==> src/rtl/jesd_pkg.sv <==
// Shared definitions for the JESD204B receive link controller: state encoding,
// K-character codes and a helper for recognising legal control octets.
package jesd_pkg;

  typedef enum logic [2:0] {
    ST_IDLE     = 3'd0,
    ST_SYNC_REQ = 3'd1,
    ST_CGS      = 3'd2,
    ST_ILAS     = 3'd3,
    ST_DATA     = 3'd4
  } link_state_t;

  localparam logic [7:0] K28_5 = 8'hBC;
  localparam logic [7:0] K28_3 = 8'h7C;
  localparam logic [7:0] K28_0 = 8'h1C;
  localparam logic [7:0] K28_7 = 8'hFC;
  localparam logic [7:0] K28_4 = 8'h9C;

  // Control octets that may legitimately carry a K flag inside the data phase.
  function automatic logic is_expected_k(input logic [7:0] octet);
    return (octet == K28_5) || (octet == K28_7) || (octet == K28_3);
  endfunction

endpackage

==> src/rtl/jesd_char_classify.sv <==
// Combinational classification of one aligned octet pair into the word classes
// the link sequencer reacts to (all-K28.5, /A/ marker, /R/ marker, unexpected K).
module jesd_char_classify
  import jesd_pkg::*;
(
  input  logic [15:0] rx_data,
  input  logic [1:0]  rx_k,
  output logic        kk,
  output logic        a_hit,
  output logic        r_hit,
  output logic        bad_k
);

  logic [1:0] oct_a;
  logic [1:0] oct_r;
  logic [1:0] oct_bad;

  // rx_k[gi] qualifies octet rx_data[8*gi +: 8]
  genvar gi;
  generate
    for (gi = 0; gi < 2; gi++) begin : g_oct
      logic [7:0] octet;
      assign octet       = rx_data[8*gi +: 8];
      assign oct_a[gi]   = rx_k[gi] && (octet == K28_3);
      assign oct_r[gi]   = rx_k[gi] && (octet == K28_0);
      assign oct_bad[gi] = rx_k[gi] && !is_expected_k(octet);
    end
  endgenerate

  assign kk    = (rx_k == 2'b11) && (rx_data == {K28_5, K28_5});
  assign a_hit = |oct_a;
  assign r_hit = |oct_r;
  assign bad_k = |oct_bad;

endmodule

==> src/rtl/jesd_rx_link_ctrl.sv <==
// Link-level sequencer for one 16-bit JESD204B receive lane: SYNC~ request,
// code-group sync, ILAS tracking, then DATA with loss-of-sync and K-error monitoring.
module jesd_rx_link_ctrl
  import jesd_pkg::*;
#(
  parameter int CGS_WORDS    = 4,
  parameter int SYNC_MIN     = 16,
  parameter int ILAS_MF      = 4,
  parameter int ILAS_TIMEOUT = 4096,
  parameter int LOS_KCNT     = 4
) (
  input  logic        clk,
  input  logic        rst_n,
  input  logic        link_en,
  input  logic [15:0] rx_data,
  input  logic [1:0]  rx_k,
  output logic        sync_n,
  output logic        align_rearm,
  output logic        data_valid,
  output logic        ilas_done,
  output logic [2:0]  link_state,
  output logic [7:0]  err_cnt
);

  localparam int SYNC_W = $clog2(SYNC_MIN + 1);
  localparam int KK_W   = $clog2(CGS_WORDS + 1);
  localparam int TMO_W  = $clog2(ILAS_TIMEOUT + 1);
  localparam int A_W    = $clog2(ILAS_MF + 1);
  localparam int LOS_W  = $clog2(LOS_KCNT + 1);

  // Each counter transitions on the cycle its registered value is one short of the limit.
  localparam logic [SYNC_W-1:0] SYNC_LAST = SYNC_W'(SYNC_MIN - 1);
  localparam logic [KK_W-1:0]   CGS_LAST  = KK_W'(CGS_WORDS - 1);
  localparam logic [TMO_W-1:0]  TMO_LAST  = TMO_W'(ILAS_TIMEOUT - 1);
  localparam logic [A_W-1:0]    MF_LAST   = A_W'(ILAS_MF - 1);
  localparam logic [LOS_W-1:0]  LOS_LAST  = LOS_W'(LOS_KCNT - 1);

  logic kk;
  logic a_hit;
  logic r_hit;
  logic bad_k;

  jesd_char_classify u_classify (
    .rx_data (rx_data),
    .rx_k    (rx_k),
    .kk      (kk),
    .a_hit   (a_hit),
    .r_hit   (r_hit),
    .bad_k   (bad_k)
  );

  link_state_t       state_reg,        state_next;
  logic [SYNC_W-1:0] sync_cnt_reg,     sync_cnt_next;
  logic [KK_W-1:0]   kk_cnt_reg,       kk_cnt_next;
  logic [TMO_W-1:0]  tmo_cnt_reg,      tmo_cnt_next;
  logic [A_W-1:0]    a_cnt_reg,        a_cnt_next;
  logic [LOS_W-1:0]  los_cnt_reg,      los_cnt_next;
  logic              ilas_started_reg, ilas_started_next;
  logic [7:0]        err_cnt_reg,      err_cnt_next;
  logic              sync_n_reg,       sync_n_next;
  logic              rearm_reg,        rearm_next;
  logic              data_valid_reg,   data_valid_next;
  logic              ilas_done_reg,    ilas_done_next;

  always_ff @(posedge clk or negedge rst_n) begin
    if (!rst_n) begin
      state_reg        <= ST_IDLE;
      sync_cnt_reg     <= '0;
      kk_cnt_reg       <= '0;
      tmo_cnt_reg      <= '0;
      a_cnt_reg        <= '0;
      los_cnt_reg      <= '0;
      ilas_started_reg <= 1'b0;
      err_cnt_reg      <= '0;
      sync_n_reg       <= 1'b1;
      rearm_reg        <= 1'b0;
      data_valid_reg   <= 1'b0;
      ilas_done_reg    <= 1'b0;
    end else begin
      state_reg        <= state_next;
      sync_cnt_reg     <= sync_cnt_next;
      kk_cnt_reg       <= kk_cnt_next;
      tmo_cnt_reg      <= tmo_cnt_next;
      a_cnt_reg        <= a_cnt_next;
      los_cnt_reg      <= los_cnt_next;
      ilas_started_reg <= ilas_started_next;
      err_cnt_reg      <= err_cnt_next;
      sync_n_reg       <= sync_n_next;
      rearm_reg        <= rearm_next;
      data_valid_reg   <= data_valid_next;
      ilas_done_reg    <= ilas_done_next;
    end
  end

  always_comb begin
    state_next        = state_reg;
    sync_cnt_next     = sync_cnt_reg;
    kk_cnt_next       = kk_cnt_reg;
    tmo_cnt_next      = tmo_cnt_reg;
    a_cnt_next        = a_cnt_reg;
    los_cnt_next      = los_cnt_reg;
    ilas_started_next = ilas_started_reg;
    err_cnt_next      = err_cnt_reg;
    rearm_next        = 1'b0;
    sync_n_next       = 1'b1;
    data_valid_next   = 1'b0;
    ilas_done_next    = 1'b0;

    if (!link_en) begin
      state_next = ST_IDLE;
    end else begin
      case (state_reg)
        ST_IDLE: begin
          state_next = ST_SYNC_REQ;
        end
        ST_SYNC_REQ: begin
          sync_cnt_next = sync_cnt_reg + 1'b1;
          if (sync_cnt_reg == SYNC_LAST) state_next = ST_CGS;
        end
        ST_CGS: begin
          kk_cnt_next = kk ? kk_cnt_reg + 1'b1 : '0;
          if (kk && (kk_cnt_reg == CGS_LAST)) state_next = ST_ILAS;
        end
        ST_ILAS: begin
          tmo_cnt_next = tmo_cnt_reg + 1'b1;
          // Timeout wins over a completing /A/ count on the same word.
          if (tmo_cnt_reg == TMO_LAST) begin
            state_next = ST_SYNC_REQ;
          end else if (!ilas_started_reg) begin
            if (r_hit)   ilas_started_next = 1'b1;
            else if (!kk) state_next       = ST_SYNC_REQ;
          end else if (a_hit) begin
            a_cnt_next = a_cnt_reg + 1'b1;
            if (a_cnt_reg == MF_LAST) state_next = ST_DATA;
          end
        end
        ST_DATA: begin
          los_cnt_next = kk ? los_cnt_reg + 1'b1 : '0;
          if (kk && (los_cnt_reg == LOS_LAST)) begin
            state_next = ST_SYNC_REQ;
          end else if (bad_k && (err_cnt_reg != 8'hFF)) begin
            err_cnt_next = err_cnt_reg + 1'b1;
          end
        end
        default: begin
          state_next = ST_IDLE;
        end
      endcase
    end

    // Per-state counters restart whenever the state changes.
    if (state_next != state_reg) begin
      sync_cnt_next     = '0;
      kk_cnt_next       = '0;
      tmo_cnt_next      = '0;
      a_cnt_next        = '0;
      los_cnt_next      = '0;
      ilas_started_next = 1'b0;
      if (state_next == ST_SYNC_REQ) begin
        rearm_next   = 1'b1;
        err_cnt_next = '0;
      end
    end

    sync_n_next     = !((state_next == ST_SYNC_REQ) || (state_next == ST_CGS));
    data_valid_next = (state_next == ST_DATA);
    ilas_done_next  = (state_next == ST_DATA);
  end

  assign sync_n      = sync_n_reg;
  assign align_rearm = rearm_reg;
  assign data_valid  = data_valid_reg;
  assign ilas_done   = ilas_done_reg;
  assign link_state  = state_reg;
  assign err_cnt     = err_cnt_reg;

endmodule

==> config.mk <==
export PLATFORM = sky130hd
export DESIGN_NAME = jesd_rx_link_ctrl
export DESIGN_NICKNAME = d
export VERILOG_FILES = /design/src/rtl/jesd_pkg.sv /design/src/rtl/jesd_char_classify.sv /design/src/rtl/jesd_rx_link_ctrl.sv
export SDC_FILE = /design/constraint.sdc
export NUM_CORES = 1
export LEC_CHECK = 0
export CORE_MARGIN = 2
export CORE_UTILIZATION = 49
export CTS_CLUSTER_SIZE = 30
export DETAILED_ROUTE_END_ITERATION = 7
export PLACE_DENSITY = 0.75
export SLEW_MARGIN = 10
export SYNTH_ARGS = -nofsm -noshare
export SYNTH_HDL_FRONTEND = slang
export SYNTH_SLANG_ARGS = --single-unit
==> constraint.sdc <==
create_clock -name clk -period 2.4 [get_ports clk]
set_input_delay 0.24 -clock clk [delete_from_list [all_inputs] [get_ports clk]]
set_output_delay 0.24 -clock clk [all_outputs]
set_load 0.01 [all_outputs]
==> results.env, run 1 <==
WORST_PATH_DOMINANT_CELL_FAMILY='simple AND/OR/NAND/NOR gates'
NUMBER_OF_ANTENNA_VIOLATIONS_AT_THE_FIRST_CHECK_IN_GLOBAL_ROUTING=0
ENDPOINT_KIND='flip-flop'
CLKSINKCOUNT=42
YS_SEQ_ELEMENTS=42
SLEW_HEADROOM_PCT=37.8
TRITONCTS.NUM_BUFFERS=5
AREA_GROWTH_SYN_TO_LAYOUT_PCT=43.5
TIMING.RR.START='tmo_cnt_reg[1]'
TIMING.FINAL.WS_SETUP_PS=34.3
NUMBER_OF_FLIP_FLOPS_IN_THE_LARGEST_REGISTER=13
DESIGN.FINAL.NETS=372
TIMING.CRITICAL_PATH.FANOUT_MAX=3
CELLLEAKAGEPOWER_nW=1.57
N_FILL_CELL=357
VIAS=2240
DETAIL-ROUTE-ANTENNA-NETS=0
SEQUENTIAL_CELL_AREA_MM2=0.00105
DRC_VIOLATIONS_LEFT=0
CTS_HOLD_BUF=0
LARGEST_NET_DEGREE_AT_THE_START_OF_GLOBAL_ROUTING=43
HTREE_LEVELS=2
INTERNAL_POWER_mW=1.04
GRT_REMAINING_OVERFLOW=0
REG2REG_SETUP_SLACK_PS=60
YOSYS_CELL_TYPES=53
CP.ARRIVAL_PS=2570
DRV.MAX_CAP_VIOLATION_COUNT=0
P_SWITCHING_mW=0.328
FP-ROW-COUNT=26
CRITICALPATHCATEGORY='in2reg'
IRDROPWORSTVDD_V=0.000309
LAYOUT.CELLS.MOST_COMMON='sky130_fd_sc_hd__buf_4'
CLOCK-ROOT-BUFFER='sky130_fd_sc_hd__clkbuf_8'
ROUTED_WIRELENGTH_MM=6.38
WORST_PATH_MOST_REPEATED_CELL='sky130_fd_sc_hd__or3_4'
WIRE_LENGTH_OF_THE_FIRST_GLOBAL_ROUTING_PASS_MM=10.2
CTS.PATH.MAX_BUFFERS=2
SEQ_AREA_FRAC_SYNTH_PCT=40.9
SYNTH_CELLS=260
POWER_FRAC_COMB_PCT=13.4
TIMING.CRITICAL_PATH.BUF_INV=3
YS.FLOP_TYPE='sky130_fd_sc_hd__dfrtp_1'
GRT_PASS1_VIAS=2154
POST_DRT_WL_PER_CELL_UM=15.5
DETAILED_PLACE_HPWL_MM=4.25
DRIVE_ABOVE_1_SHARE_PCT=33.6
GLOBALROUTETOTALUTIL_PCT=21.6
DIEAREA_MM2=0.00584
CPMAXSTAGEDELAYCELL='sky130_fd_sc_hd__clkdlybuf4s50_1'
HOLD_PATH_CLASS='in2async'
SYNTHESIS.YOSYS.WARNINGS=0
SYNTHESIZED_CELL_AREA_MM2=0.00257
FLOORPLAN.DIE.HEIGHT_UM=76.4
OUTCOME='finished clean'
ANTENNA_CELLS=0
POST-ROUTE-MIN-PERIOD_PS=2370
CORE_AREA_MM2=0.00507
SEQUENTIALPOWERSHARE_PCT=52.3
PORTBUFFERS=35
DIE_WIDTH_UM=76.4
LAYOUT.CELLS.MOST_COMMON_LIST='sky130_fd_sc_hd__buf_4, sky130_fd_sc_hd__dfrtp_1, sky130_fd_sc_hd__clkdlybuf4s50_1'
TIMING.CRITICAL_PATH.CELLS='clkdlybuf4s50_1 -> nand4_1 -> or3_4 -> nor4_4 -> or3_4 -> a31oi_4 -> o31a_1 -> buf_4 -> buf_6 -> nor3_2'
REGTOREGENDPOINT='sync_cnt_reg[3]'
TRITONCTS='built'
DETAILEDROUTE.FIRSTITERATIONVIOLATIONS=193
SWITCHING_SHARE_PCT=24.0
TIMING_MAX_TRANSITION_VIOLATIONS_FINAL=0
PERIOD_SHARE_PCT=98.6
HOLD_SLACK_PS=84.5
REPORT.FINAL.SETUP_VIOL=0
MULTIINPUTGATEAREA_MM2=0.00160
POSTSYNTHAREAPERCELL_UM2=9.88
PRE_CTS_SLACK_PS=-383
ROUTABILITYCONGESTION=0.825
WORSTSKEWPAIRLATENCY_PS=300
ASYNCSETRESETFLOPFRACSYNTH_PCT=100
REG2REG_DEPTH=10
CRIT_PATH_MAX_INCR_DELAY_PS=480
CLKSLEWWORSTSETUPHOLDPATHS_PS=70
IOPINCOUNT=36
ROUTE.DETAILED.VIAS_PER_INST=5.44
WORST_SETUP_SP_TYPE='input port'
POSTSYNTHNETCOUNT=291
WORST-SLEW-PIN-TRANSITION_PS=932
PART_OF_THE_POWER_IN_THE_CLOCK_NETWORK_PCT=34.3
CLOCK.FMAX_MHz=423
WORST_CLOCK_SKEW_PS=10.6
START_UTIL_PCT=50.6
POWER_DENSITY_mW_PER_MM2=371
SYNTH_ENABLE_FLOP_CELLS=0
DETAILEDROUTE.FIRSTPASSITERATIONCOUNT=4
FINAL-HOLD-VIOLATION-COUNT=0
WORSTPATHREQUIRED_PS=2600
## worst max path at each step
stage | startpoint | to | cells after the start
6_report | rx_data[5] | sync_cnt_reg[3] | 10
5_1_grt | los_cnt_reg[0] | kk_cnt_reg[0] | 11
4_1_cts | rx_data[10] | a_cnt_reg[2] | 9
3_5_place_dp | rx_data[10] | tmo_cnt_reg[2] | 9
3_3_place_gp | rx_data[10] | tmo_cnt_reg[7] | 9
2_1_floorplan | sync_cnt_reg[0] | err_cnt[0] | 10
## per-stage QoR
step / setup TNS, ps / utilization, % / cell area (µm²) / std cells / power (mW)
6_report: 0 / 72.7 / 3690 / 412 / 1.37
5_1_grt: -1520 / 72.7 / 3690 / 412 / 1.43
2_1_floorplan: 0 / - / 2570 / 260 / 0.788
3_5_place_dp: -10730 / 64.2 / 3260 / 389 / 0.876
3_3_place_gp: -9250 / 64.2 / 3260 / 389 / 0.873
4_1_cts: 0 / 66.5 / 3380 / 397 / 1.36
## layer usage
metal / wire, µm / track usage, % / up-vias / part of all wire [%]
li1: - / - / 1098 / -
met5: 0 / 0 / - / 0
met2: 3210 / 34.9 / 59 / 50
met1: 2780 / 28.7 / 1073 / 44
met3: 277 / 4.74 / 10 / 4.3
met4: 111 / 7.45 / 0 / 1.7
## cells in the mapped netlist, types with 2 or more instances
library cell / number / area (µm²)
sky130_fd_sc_hd__buf_2: 3 / 15.0
sky130_fd_sc_hd__or2_2: 3 / 18.8
sky130_fd_sc_hd__mux2i_1: 4 / 40.0
sky130_fd_sc_hd__dfrtp_1: 41 / 1030
sky130_fd_sc_hd__inv_1: 4 / 15.0
sky130_fd_sc_hd__o21ai_0: 6 / 30.0
sky130_fd_sc_hd__nor2_1: 26 / 97.6
sky130_fd_sc_hd__ha_1: 10 / 125
sky130_fd_sc_hd__a21oi_1: 10 / 50.1
sky130_fd_sc_hd__or3_1: 3 / 18.8
sky130_fd_sc_hd__nor3_2: 20 / 200
sky130_fd_sc_hd__nor4_1: 3 / 18.8
sky130_fd_sc_hd__nand3b_1: 3 / 22.5
sky130_fd_sc_hd__buf_6: 3 / 33.8
sky130_fd_sc_hd__nand3_1: 8 / 40.0
sky130_fd_sc_hd__xnor2_1: 12 / 105
sky130_fd_sc_hd__nor3b_1: 2 / 15.0
sky130_fd_sc_hd__a22oi_1: 2 / 15.0
sky130_fd_sc_hd__nand2_1: 18 / 67.6
sky130_fd_sc_hd__xor2_1: 12 / 105
sky130_fd_sc_hd__and3_1: 5 / 31.3
sky130_fd_sc_hd__or3b_1: 2 / 17.5
sky130_fd_sc_hd__nand4_1: 13 / 81.3
sky130_fd_sc_hd__nor3_1: 12 / 60.1
sky130_fd_sc_hd__a2111oi_2: 2 / 30.0
sky130_fd_sc_hd__clkbuf_1: 6 / 22.5
## worst register-to-register path, cell delays in order, from the launching register on
cell and delay (ps):
sky130_fd_sc_hd__dfrtp_1 430, sky130_fd_sc_hd__ha_4 170, sky130_fd_sc_hd__nand3_1 80, sky130_fd_sc_hd__or4_4 450
sky130_fd_sc_hd__o2111ai_2 100, sky130_fd_sc_hd__or3b_1 140, sky130_fd_sc_hd__o21ai_1 60, sky130_fd_sc_hd__o31a_1 350
sky130_fd_sc_hd__buf_4 170, sky130_fd_sc_hd__buf_6 120, sky130_fd_sc_hd__nor3_2 190
## cells by family after synthesis
group / share of synthesized area, %
simple gates: 30.7
flops: 40.9
compound gates: 9.49
xor+xnor: 8.18
buf+inv: 3.80
fa+ha+maj: 4.87
mux: 2.00
## timing repair
action / in CTS / in global routing
resized for setup: 6 / 39
pin swaps: 2 / 13
buffers inserted: 0 / 13
setup endpoints to repair: 28 / 37
cloned: 0 / 2
## power by group through the flow
stage                     Combinational [mW]  Clock, mW  Sequential, mW
final                                  0.183      0.469           0.716
after global routing                   0.197      0.516           0.716
after floorplan                       0.0554          0           0.732
after CTS                              0.149      0.491           0.716
after detailed placement               0.147          0           0.730
after global placement                 0.144          0           0.729
## area by class of cell
cell class | count | area share [%]
Clock inverter | 1 | 0.136
Inverter | 4 | 0.407
Tap cell | 70 | 2.37
Clock buffer | 7 | 2.34
Multi-Input combinational cell | 200 | 43.2
Timing Repair Buffer | 88 | 23.0
Sequential cell | 42 | 28.5
No activity file was read; power rests on OpenSTA's default activity.
==> inputs of run 2 (changes only) <==
--- a/config.mk
+++ b/config.mk
@@ -10,6 +10,7 @@
 export CTS_CLUSTER_SIZE = 30
 export DETAILED_ROUTE_END_ITERATION = 7
 export PLACE_DENSITY = 0.75
+export SKIP_CTS_REPAIR_TIMING = 1
 export SLEW_MARGIN = 10
 export SYNTH_ARGS = -nofsm -noshare
 export SYNTH_HDL_FRONTEND = slang
==> results.env, run 2 (same netlist as run 1, synthesis figures left out) <==
OUTCOME='finished clean'
CLKSINKCOUNT=42  # unchanged
CLOCK.FMAX_MHz=431  # +2.1%
FLOORPLAN.DIE.HEIGHT_UM=76.4  # unchanged
POWER_FRAC_COMB_PCT=12.7  # -0.7 points
WORST_SETUP_SP_TYPE='input port'
DETAILED_PLACE_HPWL_MM=4.25  # unchanged
POST_DRT_WL_PER_CELL_UM=15.7  # +1.4%
N_FILL_CELL=375  # +5.0%
LAYOUT.CELLS.MOST_COMMON='sky130_fd_sc_hd__dfrtp_1'
REPORT.FINAL.SETUP_VIOL=0  # unchanged
POWER_DENSITY_mW_PER_MM2=376  # +1.5%
SEQUENTIALPOWERSHARE_PCT=52.7  # +0.4 points
PRE_CTS_SLACK_PS=-383  # unchanged
CRITICALPATHCATEGORY='in2reg'
FIN_UTIL_PCT=71.2  # -1.5 points
GRT_REMAINING_OVERFLOW=0  # unchanged
DESIGN.FINAL.NETS=366  # -1.6%
MULTIINPUTGATEAREA_MM2=0.00157  # -1.4%
CLKSLEWWORSTSETUPHOLDPATHS_PS=80  # about the same
STARTPOINT='rx_data[5]'
PERIOD_SHARE_PCT=96.6  # -2.0 points
PART_OF_THE_POWER_IN_THE_CLOCK_NETWORK_PCT=34.6  # +0.3 points
SEQUENTIAL_CELL_AREA_MM2=0.00105  # unchanged
WORST-SLEW-PIN-TRANSITION_PS=928  # -4.47 ps
IRDROPWORSTVDD_V=0.000282  # -8.7%
REG2REG_SETUP_SLACK_PS=80  # +20 ps
WIRE_LENGTH_OF_THE_FIRST_GLOBAL_ROUTING_PASS_MM=10.1  # -1.7%
WORSTSKEWPAIRLATENCY_PS=300  # about the same
DRC_VIOLATIONS_LEFT=0  # unchanged
AREA_GROWTH_SYN_TO_LAYOUT_PCT=40.6
HTREE_LEVELS=2  # unchanged
TIMING.FINAL.WS_SETUP_PS=82.0  # +47.7 ps
TIMING_MAX_TRANSITION_VIOLATIONS_FINAL=0  # unchanged
SWITCHING_SHARE_PCT=24.0  # +0.044 points
LARGEST_NET_DEGREE_AT_THE_START_OF_GLOBAL_ROUTING=43  # unchanged
REGTOREGENDPOINT='a_cnt_reg[2]'
ROUTABILITYCONGESTION=0.825  # unchanged
FIN_SETUP_TNS_PS=0  # unchanged
POST-ROUTE-MIN-PERIOD_PS=2320  # -47.7 ps
DETAIL-ROUTE-ANTENNA-NETS=0  # unchanged
TIMING.CRITICAL_PATH.FANOUT_MAX=7  # +4
DIE_WIDTH_UM=76.4  # unchanged
ENDPOINT_KIND='flip-flop'
HOLD_SLACK_PS=76.0  # -8.54 ps
DETAILEDROUTE.FIRSTITERATIONVIOLATIONS=119  # -38%
NUMBER_OF_ANTENNA_VIOLATIONS_AT_THE_FIRST_CHECK_IN_GLOBAL_ROUTING=0  # unchanged
ROUTE.DETAILED.VIAS_PER_INST=5.54  # +1.9%
LAYOUT.CELLS.MOST_COMMON_LIST='sky130_fd_sc_hd__dfrtp_1, sky130_fd_sc_hd__buf_4, sky130_fd_sc_hd__clkdlybuf4s50_1'
IOPINCOUNT=36  # unchanged
ANTENNA_CELLS=0  # unchanged
HOLD_PATH_CLASS='in2async'
GRT_PASS1_VIAS=2149  # -0.23%
WORSTPATHREQUIRED_PS=2590  # about the same
P_SWITCHING_mW=0.327  # -0.41%
CP.ARRIVAL_PS=2510  # -60 ps
TRITONCTS='built'
NUMBER_OF_FLIP_FLOPS_IN_THE_LARGEST_REGISTER=13  # unchanged
TRITONCTS.NUM_BUFFERS=5  # unchanged
CORE_AREA_MM2=0.00507  # unchanged
CTS.PATH.MAX_BUFFERS=2  # unchanged
ROUTED_WIRELENGTH_MM=6.37  # -0.11%
DIEAREA_MM2=0.00584  # unchanged
DETAILEDROUTE.FIRSTPASSITERATIONCOUNT=4  # unchanged
WORST_CLOCK_SKEW_PS=9.19  # -1.36 ps
REG2REG_DEPTH=11  # +1
FP-ROW-COUNT=26  # unchanged
CELLLEAKAGEPOWER_nW=1.54  # -1.9%
GLOBALROUTETOTALUTIL_PCT=21.2  # -0.41 points
INTERNAL_POWER_mW=1.03  # -0.65%
CLOCK-ROOT-BUFFER='sky130_fd_sc_hd__clkbuf_8'
DRV.MAX_CAP_VIOLATION_COUNT=0  # unchanged
PORTBUFFERS=35  # unchanged
FINAL-HOLD-VIOLATION-COUNT=0  # unchanged
SLEW_HEADROOM_PCT=38.1  # +0.30 points
START_UTIL_PCT=50.6  # unchanged
TIMING.RR.START='sync_cnt_reg[1]'
VIAS=2249  # +0.40%
DRIVE_ABOVE_1_SHARE_PCT=31.8  # -1.8 points
run 2: metrics by stage:
step	area, µm²	total power [mW]	cells
5_1_grt	3610	1.42	406
3_3_place_gp	3260	0.873	389
2_1_floorplan	2570	0.788	260
4_1_cts	3350	1.35	397
3_5_place_dp	3260	0.876	389
6_report	3610	1.36	406
run 2: cell type report:
| class | count | area share, % |
|---|---|---|
| inverters | 4 | 0.416 |
| clock buffers | 7 | 2.39 |
| well taps | 70 | 2.42 |
| multi-input cells | 200 | 43.5 |
| repair buffers | 82 | 22.0 |
| flip-flops and latches | 42 | 29.1 |
| clock inverters | 1 | 0.139 |
run 2: worst max-delay path: stages:
cell and delay [ps]:
sky130_fd_sc_hd__clkdlybuf4s50_1 480, sky130_fd_sc_hd__nand4_1 130, sky130_fd_sc_hd__or3_4 380, sky130_fd_sc_hd__nor4_4 250, sky130_fd_sc_hd__or3_4 180, sky130_fd_sc_hd__a31oi_4 70
sky130_fd_sc_hd__o31a_1 300, sky130_fd_sc_hd__buf_6 140, sky130_fd_sc_hd__clkbuf_16 160, sky130_fd_sc_hd__a2111oi_4 170
run 2: power groups by stage:
stage / Clock [mW] / Combinational (mW) / Sequential, mW
2_1_floorplan: 0 / 0.0554 / 0.732
3_3_place_gp: 0 / 0.144 / 0.729
3_5_place_dp: 0 / 0.147 / 0.730
4_1_cts: 0.491 / 0.147 / 0.716
5_1_grt: 0.518 / 0.187 / 0.717
6_report: 0.471 / 0.173 / 0.716
run 2: worst max-delay path by stage:
stage	endpoint	slack, ps
after floorplan	err_cnt[0]	160
after global placement	tmo_cnt_reg[7]	-340
after detailed placement	tmo_cnt_reg[2]	-380
after CTS	tmo_cnt_reg[2]	-130
after global routing	a_cnt_reg[2]	-20
final	a_cnt_reg[2]	80
run 2: per-layer routing:
layer	vias to the layer above	routed length (µm)	track usage, %
met4	0	114	7.45
met2	61	3260	33.9
met1	1098	2710	28.3
met3	8	286	4.74
met5	-	0	0
li1	1082	-	-
==> inputs of run 3 (changes only) <==
--- a/config.mk
+++ b/config.mk
@@ -11,6 +11,7 @@
 export DETAILED_ROUTE_END_ITERATION = 7
 export PLACE_DENSITY = 0.75
 export SKIP_CTS_REPAIR_TIMING = 1
+export SKIP_LAST_GASP = 1
 export SLEW_MARGIN = 10
 export SYNTH_ARGS = -nofsm -noshare
 export SYNTH_HDL_FRONTEND = slang
==> results.env, run 3 (same netlist as run 1, synthesis figures left out) <==
OUTCOME='finished clean'
ROUTE.DETAILED.VIAS_PER_INST=5.53  # -0.18%
CP.ARRIVAL_PS=2510  # about the same
LAYOUT.CELLS.MOST_COMMON='sky130_fd_sc_hd__dfrtp_1'
GLOBALROUTETOTALUTIL_PCT=21.2  # unchanged
CLKSLEWWORSTSETUPHOLDPATHS_PS=80  # about the same
AREA_GROWTH_SYN_TO_LAYOUT_PCT=40.5
POST_DRT_WL_PER_CELL_UM=15.7  # -0.16%
START_UTIL_PCT=50.6  # unchanged
TRITONCTS='built'
ENDPOINT_KIND='flip-flop'
SLEW_HEADROOM_PCT=36.7  # -1.5 points
POWER_FRAC_COMB_PCT=12.7  # about the same
DETAILED_PLACE_HPWL_MM=4.25  # unchanged
ROUTABILITYCONGESTION=0.825  # unchanged
CPMAXSTAGEDELAYCELL='sky130_fd_sc_hd__dfrtp_1'
FINAL-HOLD-VIOLATION-COUNT=0  # unchanged
TIMING.CRITICAL_PATH.CELLS='ha_1 -> and3_4 -> ha_4 -> nand2_1 -> mux2_2 -> nor2_4 -> a31oi_4 -> o31a_1 -> buf_6 -> clkbuf_16 -> a2111oi_4'
PERIOD_SHARE_PCT=96.6  # about the same
DIEAREA_MM2=0.00584  # unchanged
WORST_SETUP_SP_TYPE='flip-flop'
FIN_AREA_MM2=0.00361  # -0.10%
HOLD_SLACK_PS=85.7  # +9.75 ps
FIN_UTIL_PCT=71.1  # -0.074 points
STARTPOINT='sync_cnt_reg[1]'
REG2REG_SETUP_SLACK_PS=80  # about the same
WORST_CLOCK_SKEW_PS=7.40  # -1.79 ps
HOLD_PATH_CLASS='in2async'
LARGEST_NET_DEGREE_AT_THE_START_OF_GLOBAL_ROUTING=43  # unchanged
CORE_AREA_MM2=0.00507  # unchanged
TIMING.CRITICAL_PATH.FANOUT_MAX=7  # unchanged
CELLLEAKAGEPOWER_nW=1.54  # about the same
DRV.MAX_CAP_VIOLATION_COUNT=0  # unchanged
CTS.PATH.MAX_BUFFERS=2  # unchanged
DETAILED_PLACE.AREA_MM2=0.00326  # unchanged
WORST_PATH_DOMINANT_CELL_FAMILY='compound AO/OA/AOI/OAI gates'
WORSTPATHREQUIRED_PS=2590  # about the same
WORSTSKEWPAIRLATENCY_PS=300  # about the same
TIMING.RR.START='sync_cnt_reg[1]'
REG2REG_DEPTH=11  # unchanged
SETUP_REPAIR_AFTER_GLOBAL_ROUTING_MISSED_ITS_MARGIN='yes'
DETAILEDROUTE.FIRSTITERATIONVIOLATIONS=166  # +39%
IRDROPWORSTVDD_V=0.000282  # about the same
WORST-PATH-STAGES=11  # +1
POWER_DENSITY_mW_PER_MM2=376  # about the same
DESIGN.FINAL.NETS=366  # unchanged
CRIT_PATH_MAX_INCR_DELAY_PS=390  # -90 ps
SEQUENTIALPOWERSHARE_PCT=52.7  # about the same
GRT_PASS1_VIAS=2149  # unchanged
DETAILROUTE.WIRELENGTH.MET3_UM=317  # +11%
HTREE_LEVELS=2  # unchanged
IOPINCOUNT=36  # unchanged
POST-ROUTE-MIN-PERIOD_PS=2320  # -0.701 ps
PORTBUFFERS=35  # unchanged
CLKSINKCOUNT=42  # unchanged
DIE_WIDTH_UM=76.4  # unchanged
N_FILL_CELL=373  # -0.53%
WL_MET2_MM=3.26  # -0.15%
WORST-SLEW-PIN-TRANSITION_PS=950  # +21.9 ps
SWITCHING_SHARE_PCT=23.9  # -0.079 points
ANTENNA_CELLS=0  # unchanged
NUMBER_OF_ANTENNA_VIOLATIONS_AT_THE_FIRST_CHECK_IN_GLOBAL_ROUTING=0  # unchanged
DETAIL-ROUTE-ANTENNA-NETS=0  # unchanged
GRT_REMAINING_OVERFLOW=0  # unchanged
CP-ENDPOINT='a_cnt_reg[2]'
DRIVE_ABOVE_1_SHARE_PCT=31.5  # -0.30 points
DRC_VIOLATIONS_LEFT=0  # unchanged
HIGHEST_LAYER='met4'
TIMING_MAX_TRANSITION_VIOLATIONS_FINAL=0  # unchanged
MET1_LENGTH_MM=2.67  # -1.2%
CLOCK.FMAX_MHz=432  # about the same
CRITICALPATHCATEGORY='reg2reg'
FLOORPLAN.DIE.HEIGHT_UM=76.4  # unchanged
PLACED_CELLS=389  # unchanged
TRITONCTS.NUM_BUFFERS=5  # unchanged
CLOCK-ROOT-BUFFER='sky130_fd_sc_hd__clkbuf_8'
NUMBER_OF_FLIP_FLOPS_IN_THE_LARGEST_REGISTER=13  # unchanged
VIAS=2245  # -0.18%
POST_ROUTE_INSTS_NO_FILL=406  # unchanged
REPORT.FINAL.SETUP_VIOL=0  # unchanged
WIRE_LENGTH_OF_THE_FIRST_GLOBAL_ROUTING_PASS_MM=10.1  # unchanged
PART_OF_THE_POWER_IN_THE_CLOCK_NETWORK_PCT=34.6  # about the same
LAYOUT.CELLS.MOST_COMMON_LIST='sky130_fd_sc_hd__dfrtp_1, sky130_fd_sc_hd__buf_4, sky130_fd_sc_hd__clkdlybuf4s50_1'
INTERNAL_POWER_mW=1.03  # about the same
P_SWITCHING_mW=0.325  # -0.44%
TIMING.CRITICAL_PATH.BUF_INV=2  # -1
FP-ROW-COUNT=26  # unchanged
ROUTED_WIRELENGTH_MM=6.36  # -0.16%
REGTOREGENDPOINT='a_cnt_reg[2]'
DETAILEDROUTE.FIRSTPASSITERATIONCOUNT=4  # unchanged
[run 3: changes by cell type in the layout (fill, tap and decap cells not counted)]
cell	previous run	this run
sky130_fd_sc_hd__a21oi_2	2	1
sky130_fd_sc_hd__a21oi_1	8	9
[run 3: per-stage QoR]
stage | setup TNS (ps) | total power [mW] | setup WS (ps)
final | 0 | 1.36 | 82.7
after detailed placement | -10730 | 0.876 | -383
after floorplan | 0 | 0.788 | 161
after CTS | -1750 | 1.35 | -128
after global routing | -656 | 1.42 | -89.1
after global placement | -9250 | 0.873 | -336
[run 3: worst min path at each step]
stage | to | cells after the start
after global placement | err_cnt[4] | 1
after floorplan | a_cnt_reg[0] | 0
after global routing | err_cnt[3] | 1
after CTS | link_state[1] | 1
after detailed placement | err_cnt[4] | 1
final | link_state[1] | 1
[run 3: layout make-up]
type	instances	area, µm²	area share [%]
timing repair buffer	82	795	22.0
clock inverter	1	5.00	0.139
clock buffer	7	86.3	2.39
multi-input combinational	200	1570	43.5
sequential	42	1050	29.2
inverter	4	15.0	0.416
tap	70	87.6	2.43
[run 3: power groups by stage]
| stage | logic (mW) | clock network (mW) | registers (mW) |
|---|---|---|---|
| 6_report | 0.173 | 0.469 | 0.716 |
| 5_1_grt | 0.187 | 0.518 | 0.717 |
| 4_1_cts | 0.147 | 0.491 | 0.716 |
| 3_5_place_dp | 0.147 | 0 | 0.730 |
| 3_3_place_gp | 0.144 | 0 | 0.729 |
| 2_1_floorplan | 0.0554 | 0 | 0.732 |
[run 3: routing by layer]
layer,vias up,track usage [%]
met3,10,4.74
li1,1079,-
met5,-,0
met4,0,7.45
met2,70,33.9
met1,1086,28.3
